## src/rtl/pwm_pkg.sv

```systemverilog
// Shared widths and reset constants for the PWM generator.
package pwm_pkg;
    localparam int PWM_WIDTH   = 8;
    localparam int PWM_PRESC_W = 8;

    localparam logic [PWM_WIDTH-1:0] TOP_RST  = '1;
    localparam logic [PWM_WIDTH-1:0] DUTY_RST = '0;
endpackage

```

## src/rtl/pwm_prescaler.sv

```systemverilog
// Clock prescaler: one tick every presc_i+1 enabled clocks.
module pwm_prescaler
    import pwm_pkg::*;
#(
    parameter int PRESC_W = PWM_PRESC_W
) (
    input  logic               clk,
    input  logic               rst_n,
    input  logic               ena,
    input  logic [PRESC_W-1:0] presc_i,
    output logic               tick
);

    logic [PRESC_W-1:0] pc;

    // >= so a live decrease of presc_i below pc recovers on the next evaluation
    assign tick = ena && (pc >= presc_i);

    always_ff @(posedge clk or negedge rst_n) begin
        if (!rst_n) begin
            pc <= '0;
        end else if (ena) begin
            if (pc >= presc_i) begin
                pc <= '0;
            end else begin
                pc <= pc + 1'b1;
            end
        end
    end

endmodule

```

## src/rtl/pwm_gen_core.sv

```systemverilog
// Counter-based PWM core with double-buffered duty/period, applied only at wrap.
module pwm_gen_core
    import pwm_pkg::*;
#(
    parameter int WIDTH   = PWM_WIDTH,
    parameter int PRESC_W = PWM_PRESC_W
) (
    input  logic               clk,
    input  logic               rst_n,
    input  logic               ena,
    input  logic [WIDTH-1:0]   duty_i,
    input  logic               duty_wr,
    input  logic [WIDTH-1:0]   top_i,
    input  logic [PRESC_W-1:0] presc_i,
    output logic               pwm_o,
    output logic               period_end_o,
    output logic [WIDTH-1:0]   cnt_o
);

    // Replicated so the all-ones reset period scales with WIDTH
    localparam logic [WIDTH-1:0] TOP_RST_W  = {WIDTH{&TOP_RST}};
    localparam logic [WIDTH-1:0] DUTY_RST_W = WIDTH'(DUTY_RST);

    logic             tick;
    logic             wrap;
    logic [WIDTH-1:0] cnt;
    logic [WIDTH-1:0] top_act;
    logic [WIDTH-1:0] duty_act;
    logic [WIDTH-1:0] pend_duty;
    logic             pend_valid;

    pwm_prescaler #(
        .PRESC_W (PRESC_W)
    ) u_prescaler (
        .clk     (clk),
        .rst_n   (rst_n),
        .ena     (ena),
        .presc_i (presc_i),
        .tick    (tick)
    );

    assign wrap  = tick && (cnt >= top_act);
    assign cnt_o = cnt;

    always_ff @(posedge clk or negedge rst_n) begin
        if (!rst_n) begin
            cnt          <= '0;
            top_act      <= TOP_RST_W;
            duty_act     <= DUTY_RST_W;
            pend_duty    <= DUTY_RST_W;
            pend_valid   <= 1'b0;
            pwm_o        <= 1'b0;
            period_end_o <= 1'b0;
        end else begin
            if (tick) begin
                cnt <= wrap ? '0 : cnt + 1'b1;
            end

            if (duty_wr) begin
                pend_duty <= duty_i;
            end

            // A write landing on the wrap cycle bypasses the shadow register
            if (wrap) begin
                top_act    <= top_i;
                duty_act   <= duty_wr ? duty_i : (pend_valid ? pend_duty : duty_act);
                pend_valid <= 1'b0;
            end else if (duty_wr) begin
                pend_valid <= 1'b1;
            end

            period_end_o <= wrap;
            pwm_o        <= ena && (cnt < duty_act);
        end
    end

endmodule
```

## config.mk

```make
export PLATFORM = sky130hd
export DESIGN_NAME = pwm_gen_core
export DESIGN_NICKNAME = d
export VERILOG_FILES = /design/src/rtl/pwm_pkg.sv /design/src/rtl/pwm_prescaler.sv /design/src/rtl/pwm_gen_core.sv
export SDC_FILE = /design/constraint.sdc
export NUM_CORES = 1
export LEC_CHECK = 0
export ABC_AREA = 1
export ABC_CLOCK_PERIOD_IN_PS = 4800
export BUFFER_PORTS_ARGS = -buffer_cell sky130_fd_sc_hd__buf_2
export CORE_MARGIN = 2
export CORE_UTILIZATION = 35
export CTS_CLUSTER_SIZE = 24
export DETAILED_ROUTE_END_ITERATION = 16
export SYNTH_ARGS = -nofsm -noshare
export SYNTH_HDL_FRONTEND = slang
export SYNTH_SLANG_ARGS = --single-unit
```

## constraint.sdc

```tcl
create_clock -name clk -period 4.8 [get_ports clk]
set_clock_uncertainty 0.2 [all_clocks]
set_input_delay 1.2 -clock clk [delete_from_list [all_inputs] [get_ports clk]]
set_output_delay 1.2 -clock clk [all_outputs]
set_load 0.01 [all_outputs]
```

# Word level (Yosys, flattened, before mapping)
# Cells that the tools add are included.
[word_totals]
wordCells = 25
regBits = 43
out_inout_bits = 10
[op_classes]
add_sub_neg = 2
n_lt_le_gt_ge = 3
reduce_logical = 6
mux = 6
[ops]
columns = ["op", "n"]
rows = [
  ["2-to-1 mux 8 bit", 4],
  ["adder 8 x 1 -> 8 bit (second input constant)", 2],
  [">= comparator 8 bit", 2],
  ["less-than comparator 8 bit", 1],
  ["nonzero test 2 bit", 2],
  ["logical AND 1 bit", 3],
  ["2-to-1 mux 1 bit", 2],
  ["AND reduction 2 bit", 1],
]

# Depth between registers and ports, before layout
# Gate-level depths: netlist of the first run.
[depth]
depth_word = 4
ltp_mapped = 14
mapped_depth_nobuf = 14

# Cells and area by module
# Synthesis of the first run repeated with hierarchy kept, for this count alone.
[unflattened]
hier_cells = 302
hier_area_um2 = 2482.4
[by_module_without_submodules]
columns = ["module", "cells_per_inst", "instances", "area_per_inst_um2"]
rows = [
  ["pwm_gen_core", 214, 1, 1823.0],
  ["pwm_prescaler", 88, 1, 659.4],
]

# Worst setup path after synthesis of the first run
# No wires, ideal clock.
[synth_timing]
path_kind = "input -> register"
start = "input port presc_i[7]"
end = "register cnt[1], in the netlist cnt_o[1]"
stages = 10
arrival_time_ps = 2340
setup_ps = 118
setup_slack_ps = 2142
cell_sequence = "inv_1 > ha_1 > a21o_1 > nor2_1 > nand3_2 > nand2_4 > inv_4 > buf_6 > nand3_1 > nand2_1"
[synth_between]
elab_chain_len = 4
[synth_lines]
columns = ["element", "line", "text"]
rows = [
  ["start: declaration", "pwm_gen_core.sv:14", "input logic [PRESC_W-1:0] presc_i,"],
  [">= comparator 8 bit (*)", "pwm_prescaler.sv:17", "assign tick = ena && (pc >= presc_i);"],
  ["logical AND 1 bit (*)", "pwm_prescaler.sv:17", ""],
  ["logical AND 1 bit", "pwm_gen_core.sv:42", "assign wrap = tick && (cnt >= top_act);"],
  ["2-to-1 mux 8 bit", "pwm_gen_core.sv:56", "cnt <= wrap ? '0 : cnt + 1'b1;"],
  ["end signal: assignment", "pwm_gen_core.sv:56", ""],
  ["end: declaration", "pwm_gen_core.sv:26", "logic [WIDTH-1:0] cnt;"],
]
# Mark *: on every way between the ends. The rest lies on a longest branch, timed or not.
# A chain may end at the register's enable or synchronous reset.

# Final worst setup path of the first run
[layout_timing]
start = "input port presc_i[7]"
end = "register pend_valid"
[layout_between]
elab_chain_len = 4
elab_cells_between_ends = 5
classes_between = "order compare (1); mux (1); reduce/logical (3)"
[layout_lines]
columns = ["element", "line", "text"]
rows = [
  [">= comparator 8 bit (*)", "pwm_prescaler.sv:17", ""],
  ["logical AND 1 bit (*)", "pwm_prescaler.sv:17", ""],
  ["logical AND 1 bit (*)", "pwm_gen_core.sv:42", ""],
  ["2-to-1 mux 1 bit or nonzero test 2 bit (tied branches)", "--", ""],
  ["end signal: assignment", "pwm_gen_core.sv:51", "pend_valid <= 1'b0;"],
  ["end signal: assignment", "pwm_gen_core.sv:67", "pend_valid <= 1'b0;"],
  ["end signal: assignment", "pwm_gen_core.sv:69", "pend_valid <= 1'b1;"],
  ["end: declaration", "pwm_gen_core.sv:30", "logic pend_valid;"],
]
# Marks and branches as above.

==> results of run 1 <==
## layout by cell type, fill, tap and decap left out
cell type | netlist | final
a21o_1 | 2 | 2
a21oi_1 | 11 | 11
buf_2 | 0 | 37
clkbuf_8 | 0 | 6
clkinv_4 | 0 | 1
clkinvlp_4 | 0 | 1
dfrtp_1 | 35 | 35
dfstp_2 | 8 | 8
ha_1 | 25 | 25
inv_1 | 46 | 46
inv_2 | 1 | 1
inv_4 | 1 | 1
nand2_1 | 90 | 90
nand2_4 | 1 | 1
nand3_1 | 22 | 22
nand3_2 | 1 | 1
nand4_1 | 5 | 5
nor2_1 | 9 | 9
nor2_2 | 2 | 2
nor2_8 | 1 | 1
nor3_1 | 5 | 5
nor3b_1 | 1 | 1
o21a_1 | 1 | 1
o21ai_0 | 10 | 10
o21ai_1 | 5 | 5
or2_2 | 1 | 1
xor2_1 | 6 | 6
## worst min path at each step
stage                                        from                       endpoint  slack [ps]
floorplan           u_prescaler.pc[7]$_DFFE_PN0P_  u_prescaler.pc[7]$_DFFE_PN0P_         240
global placement           top_act[0]$_DFFE_PN1P_         top_act[0]$_DFFE_PN1P_         260
detailed placement       pend_duty[4]$_DFFE_PN0P_       pend_duty[4]$_DFFE_PN0P_         260
CTS                        top_act[0]$_DFFE_PN1P_         top_act[0]$_DFFE_PN1P_         280
global route             pend_duty[7]$_DFFE_PN0P_       pend_duty[7]$_DFFE_PN0P_         310
finish                     top_act[0]$_DFFE_PN1P_         top_act[0]$_DFFE_PN1P_         270
## flip-flops by register name, summed over array words and instances (netlist names)
| register | count |
|---|---|
| cnt_o | 8 |
| duty_act | 8 |
| pend_duty | 8 |
| pend_valid | 1 |
| period_end_o | 1 |
| pwm_o | 1 |
| top_act | 8 |
| u_prescaler.pc | 8 |
## metrics by stage
step	instances	utilization, %	instance area [um2]	hold slack (ps)
after floorplan	294	-	2440	237
after global placement	406	39.6	2680	256
after detailed placement	406	39.6	2680	263
after CTS	414	41.1	2780	278
after global routing	414	41.1	2780	310
final	414	41.1	2780	272
## routing by layer
metal  vias to the layer above  GRT usage [%]  routed length [um]
li1                       1006              -                   -
met1                       867           16.3                2230
met2                        40           24.1                2160
met3                         6           3.13                 198
met4                         0           3.78                  63
met5                         -              0                   0
## where the power goes
group | internal, uW | total, uW | switching [uW]
clock network | 118 | 249 | 131
registers | 431 | 514 | 83.4
logic | 157 | 363 | 206
## final cells by class
type / instances / share of cell area [%]
Timing Repair Buffer: 37 / 6.67
Sequential cell: 43 / 39.1
Tap cell: 80 / 3.61
Inverter: 48 / 6.58
Clock buffer: 6 / 2.97
Clock inverter: 2 / 0.586
Multi-Input combinational cell: 198 / 40.5
## cell families (layout without fill, tap and decap cells)
group,count (synthesis),in the layout
adders and majority gates,25,25
xor gates and xnor gates,6,6
buffers and inverters,53,93
DFF,43,43
AOI/OAI and AO/OA,29,29
and+or+nand+nor,138,138
## critical path, delay by kind of cell
kind,cells,cell delay [ps]
buffers and inverters,4,260
adder cells (fa/ha/maj),1,280
AND/OR/NAND/NOR,7,890
==> run metrics, run 1 <==
status complete, no violations; most common cell in the netlist nand2_1; die width 87.5 um; final period utilization 55.0%; IO Port Bufs 37; Core ar. 6760 um2; Routed Antenna Nets 0; Seq cells post-synth 43; Synth async-reset ratio 100%; Distinct cells, synth 25; Tot GR Track Use 13.5%; DRC viols 0; worst reg2reg path startpoint top_act[1]$_DFFE_PN1P_; Peak VDD IR 0.116 mV; Tightest Hold Check Type reg -> reg; CTS tree yes; Post-Synthesis Cells between 200 and 300; Syn. warnings 0; Synth Area in Compound Gates 6.25%; Final #Nets 386; cell count of the worst hold path 2; # rows 30; Sequential cell area 1090 um2; DR pass1 iterations 4; Worst Setup EP pend_valid$_DFFE_PN0P_; most numerous cell on the critical path inv_1; largest cells by area after synthesis dfrtp_1, nand2_1, ha_1, dfstp_2, inv_1; max_slew headroom 36.6%; WL per Instance roughly 11 um; Post-Synth Simple-Gate Area 24.8%; P_leak 0.00160 uW; Worst Path Arrival 2640 ps; CP cell instances buf_2 -> inv_1 -> ha_1 -> nand2_1 -> nor2_2 -> nand4_1 -> nand3_2 -> nand2_4 -> nor2_8 -> inv_1 -> nand2_1 -> inv_1; # hold bufs at CTS 0; initial antenna violation count 0; Post-synth EDFFs 0; R2R Setup Slk 2590 ps; DP HPWL 3520 um; CP startpoint presc_i[7]; DR iter-0 viols 70; slowest stage delay, CP 290 ps; Worst-Margin Slew 952 ps; Post-CTS Setup Bufs 0; largest family of logic cells by synthesized area simple AND/OR/NAND/NOR gates; CP Class in -> reg; MaxCap Viol Count 0; Syn Nets 347; Final Hold Viols 0; max-slew violation count 0; Commonest cells post-synth nand2_1, inv_1, dfrtp_1; clock sinks 43; Root Buffer clkbuf_8; mapped cell area roughly 2400 um2; Vias 1,919; area of the multi-input gates 1120 um2; RePlAce Congestion 0.775; CP endpoint kind flop; final worst setup slack roughly 2200 ps; Synth Area in XOR/XNOR 2.15%; Main synth FF type dfrtp_1; Startpoint Class input port; post-synth top area share 35.9%; clk slew on worst S/H paths 90 ps; fraction of layout cells with a size suffix above 1 18.3%; initial core utilization a little over a third; reg2reg path depth 13; # diodes 0; first-pass GRT wire length 8220 um; largest net degree at the start of global routing 44; Routed WL 4650 um; Synth Area in Adders 12.8%; required time of the critical path between 4000 and 5000 ps; Vias/cell 4.64; critical path's slowest cell nor2_8; r2r endpoint pend_valid$_DFFE_PN0P_; fmax 379 MHz; DP Worst Slack 1800 ps; filler cell count 697; leading area contributor after synthesis dfrtp_1; worst skew pair latency 300 ps; die area 7660 um2; multiplexer area fraction after synthesis 0%; Post-CTS Resized 0; Num CTS Buffers 5; post-route setup TNS 0 ps; # setup viols final 0; Area Overhead vs Synth 13.7%; GRT overflow 0; PwrDens 406 nW/um2; RSZ-0062 raised after global routing false; CP max FO 25; power after layout 1130 uW; vias in the first global route about 1,900; H-tree depth 2; clk buf depth 2; Die H 87.5 um; mean post-synth cell area ~8.3 um2; sequential fraction of the synthesis area 44.5%; number of I/O pins 38; Tmin final 2640 ps
Power figures use the tool's default switching activity.
==> run 2, diff against run 1 <==
--- a/config.mk
+++ b/config.mk
@@ -5,8 +5,8 @@
 export SDC_FILE = /design/constraint.sdc
 export NUM_CORES = 1
 export LEC_CHECK = 0
-export ABC_AREA = 1
-export ABC_CLOCK_PERIOD_IN_PS = 4800
+export ABC_AREA = 0
+export ABC_CLOCK_PERIOD_IN_PS = 2700
 export BUFFER_PORTS_ARGS = -buffer_cell sky130_fd_sc_hd__buf_2
 export CORE_MARGIN = 2
 export CORE_UTILIZATION = 35
==> constraint.sdc (replaced) <==
create_clock -name clk -period 2.7 [get_ports clk]
set_clock_uncertainty 0.2 [all_clocks]
set_input_delay 0.675 -clock clk [delete_from_list [all_inputs] [get_ports clk]]
set_output_delay 0.675 -clock clk [all_outputs]
set_load 0.01 [all_outputs]
==> run metrics, run 2 <==
Worst-Margin Slew 527 ps; initial antenna violation count 0; largest cells by area after synthesis dfrtp_1, ha_1, mux2_4, dfstp_2, inv_1; R2R Setup Slk between 100 and 150 ps; final period utilization a little over nine tenths; fmax 391 MHz; vias in the first global route 1,775; mapped cell area 2510 um2; critical path's slowest cell a2111o_1; worst reg2reg path startpoint u_prescaler.pc[0]$_DFFE_PN0P_; post-synth top area share a little over a third; # rows 30; # diodes 0; r2r endpoint top_act[0]$_DFFE_PN1P_; clk slew on worst S/H paths 80 ps; DR pass1 iterations 4; leading area contributor after synthesis dfrtp_1; Pint between 1500 and 2000 uW; Tmin final roughly 2600 ps; number of I/O pins 38; Tightest Hold Check Type in -> async; Die H 88.7 um; Distinct cells, synth 44; initial core utilization 36.5%; max_slew headroom roughly 65%; Vias 1,842; status complete, no violations; Startpoint Class flop; DR iter-0 viols between 70 and 80; fraction of layout cells with a size suffix above 1 35.7%; Post-CTS Resized 0; Core ar. 6870 um2; CP cell instances inv_1 -> ha_1 -> nand2b_4 -> a2111o_1 -> a32oi_4 -> buf_4 -> nor2_8 -> mux2_4; Syn Nets 280; # setup viols final 0; die area a little under 8000 um2; part of the power in registers 38.1%; mean post-synth cell area 11.1 um2; die width 88.7 um; Syn. warnings 0; slowest stage delay, CP 490 ps; clk buf depth 2; Final Hold Viols 0; DRC viols 0; CP endpoint kind flop; max-slew violation count 0; RSZ-0062 raised after global routing false; clock sinks 43; Worst Path Arrival 2580 ps; first-pass GRT wire length approximately 8500 um; Commonest cells post-synth dfrtp_1, inv_1, ha_1; Post-synth EDFFs 0; required time of the critical path 2720 ps; GRT overflow 0; reg2reg path depth 8; RePlAce Congestion approximately 0.77; dpl cells 374; CP max FO 10; H-tree depth 2; most frequent cells in the layout buf_2, dfrtp_1, inv_1; DP HPWL approximately 3700 um; NetSw 1010 uW; P_leak 0.00148 uW; Root Buffer clkbuf_8; WL per Instance roughly 13 um; CP Class reg -> reg; Post-Synthesis Cells between 200 and 250; Synth async-reset ratio 100%; Final #Nets roughly 340; Peak VDD IR 0.432 mV; combinational share of power around 47%; fin util 43.9%; Routed WL between 4000 and 5000 um; Clk pwr share 14.7%; Main synth FF type dfrtp_1; worst skew pair latency roughly 300 ps; largest net degree at the start of global routing 44; MaxCap Viol Count 0; Area Overhead vs Synth 20.2%; Switching Share 37.5%; # hold bufs at CTS 0; Seq cells post-synth 43; Cell Count, Final, Fillers Out between 300 and 400; PwrDens about 900 nW/um2; CTS tree yes; Num CTS Buffers 5; post-route setup TNS 0 ps; most common cell in the netlist dfrtp_1; sequential fraction of the synthesis area 43.3%; Vias/cell between 4 and 5; Tot GR Track Use 14.1%; Routed Antenna Nets 0; Post-CTS Setup Bufs 0; IO Port Bufs 37; commonest non-fill, non-tap cell in the layout buf_2
## run 2: cell count changes in the layout (fill, tap and decap cells not counted), moves of 5 or more
| cell | before | now |
|---|---|---|
| buf_4 | 0 | 16 |
| inv_1 | 46 | 31 |
| mux2_2 | 0 | 8 |
| mux2_4 | 0 | 16 |
| nand2_1 | 90 | 12 |
| nand3_1 | 22 | 8 |
| o22ai_1 | 0 | 5 |
## run 2: power groups by stage
stage | registers [uW] | clock network [uW] | logic, uW
after floorplan | 1040 | 0 | 876
after global placement | 1030 | 0 | 1240
after detailed placement | 1040 | 0 | 1280
after CTS | 1030 | 416 | 1290
after global routing | 1060 | 442 | 1450
final | 1030 | 397 | 1270
## run 2: how the worst max path moves through the flow
stage	from	cells past startpoint	slack, ps	end
after CTS	u_prescaler.pc[0]$_DFFE_PN0P_	8	110	top_act[0]$_DFFE_PN1P_
after global routing	u_prescaler.pc[0]$_DFFE_PN0P_	8	50	top_act[1]$_DFFE_PN1P_
after detailed placement	presc_i[0]	8	-140	top_act[7]$_DFFE_PN1P_
final	u_prescaler.pc[0]$_DFFE_PN0P_	8	140	top_act[0]$_DFFE_PN1P_
after global placement	presc_i[0]	8	-110	top_act[7]$_DFFE_PN1P_
after floorplan	presc_i[0]	7	100	top_act[0]$_DFFE_PN1P_
## run 2: layout make-up
cell class                      count  area [um2]
Fill cell                         674        3850
Multi-Input combinational cell    149        1280
Sequential cell                    43        1090
Timing Repair Buffer               54         325
Inverter                           32         120
Tap cell                           96         120
Clock buffer                        7        76.3
Clock inverter                      1        5.00
## run 2: worst max-delay path: cells and delay by family, from the launching register on
family	cells	cell delay, ps
mux	1	300
fa+ha+maj	1	240
flops	1	430
buf+inv	2	370
compound gates	2	740
simple gates	2	210
## run 2: cell families after synthesis
logic type | after synthesis | share of synthesized area, %
AO/OA/AOI/OAI | 45 | 12.6
XOR/XNOR | 3 | 1.05
adder cells (fa/ha/maj) | 25 | 12.5
buffers and inverters | 35 | 5.59
flip-flops | 43 | 43.3
multiplexers | 25 | 13.6
AND/OR/NAND/NOR | 51 | 11.4
## run 2: through the flow
stage	setup WS [ps]	area [um2]	hold WS [ps]	power (uW)
final	141	3020	231	2700
after floorplan	98.3	2510	179	1910
after global placement	-107	2930	284	2270
after CTS	114	3020	261	2740
after detailed placement	-139	2930	290	2310
after global routing	46.7	3020	295	2950
## run 2: layer usage
layer | GRT usage (%) | vias to the layer above | part of all wire [%]
met3 | 3.26 | 7 | 5.2
met1 | 20.2 | 875 | 49
met2 | 21.3 | 46 | 45
met4 | 4.55 | 0 | 1.2
met5 | 0 | - | 0
li1 | - | 914 | -
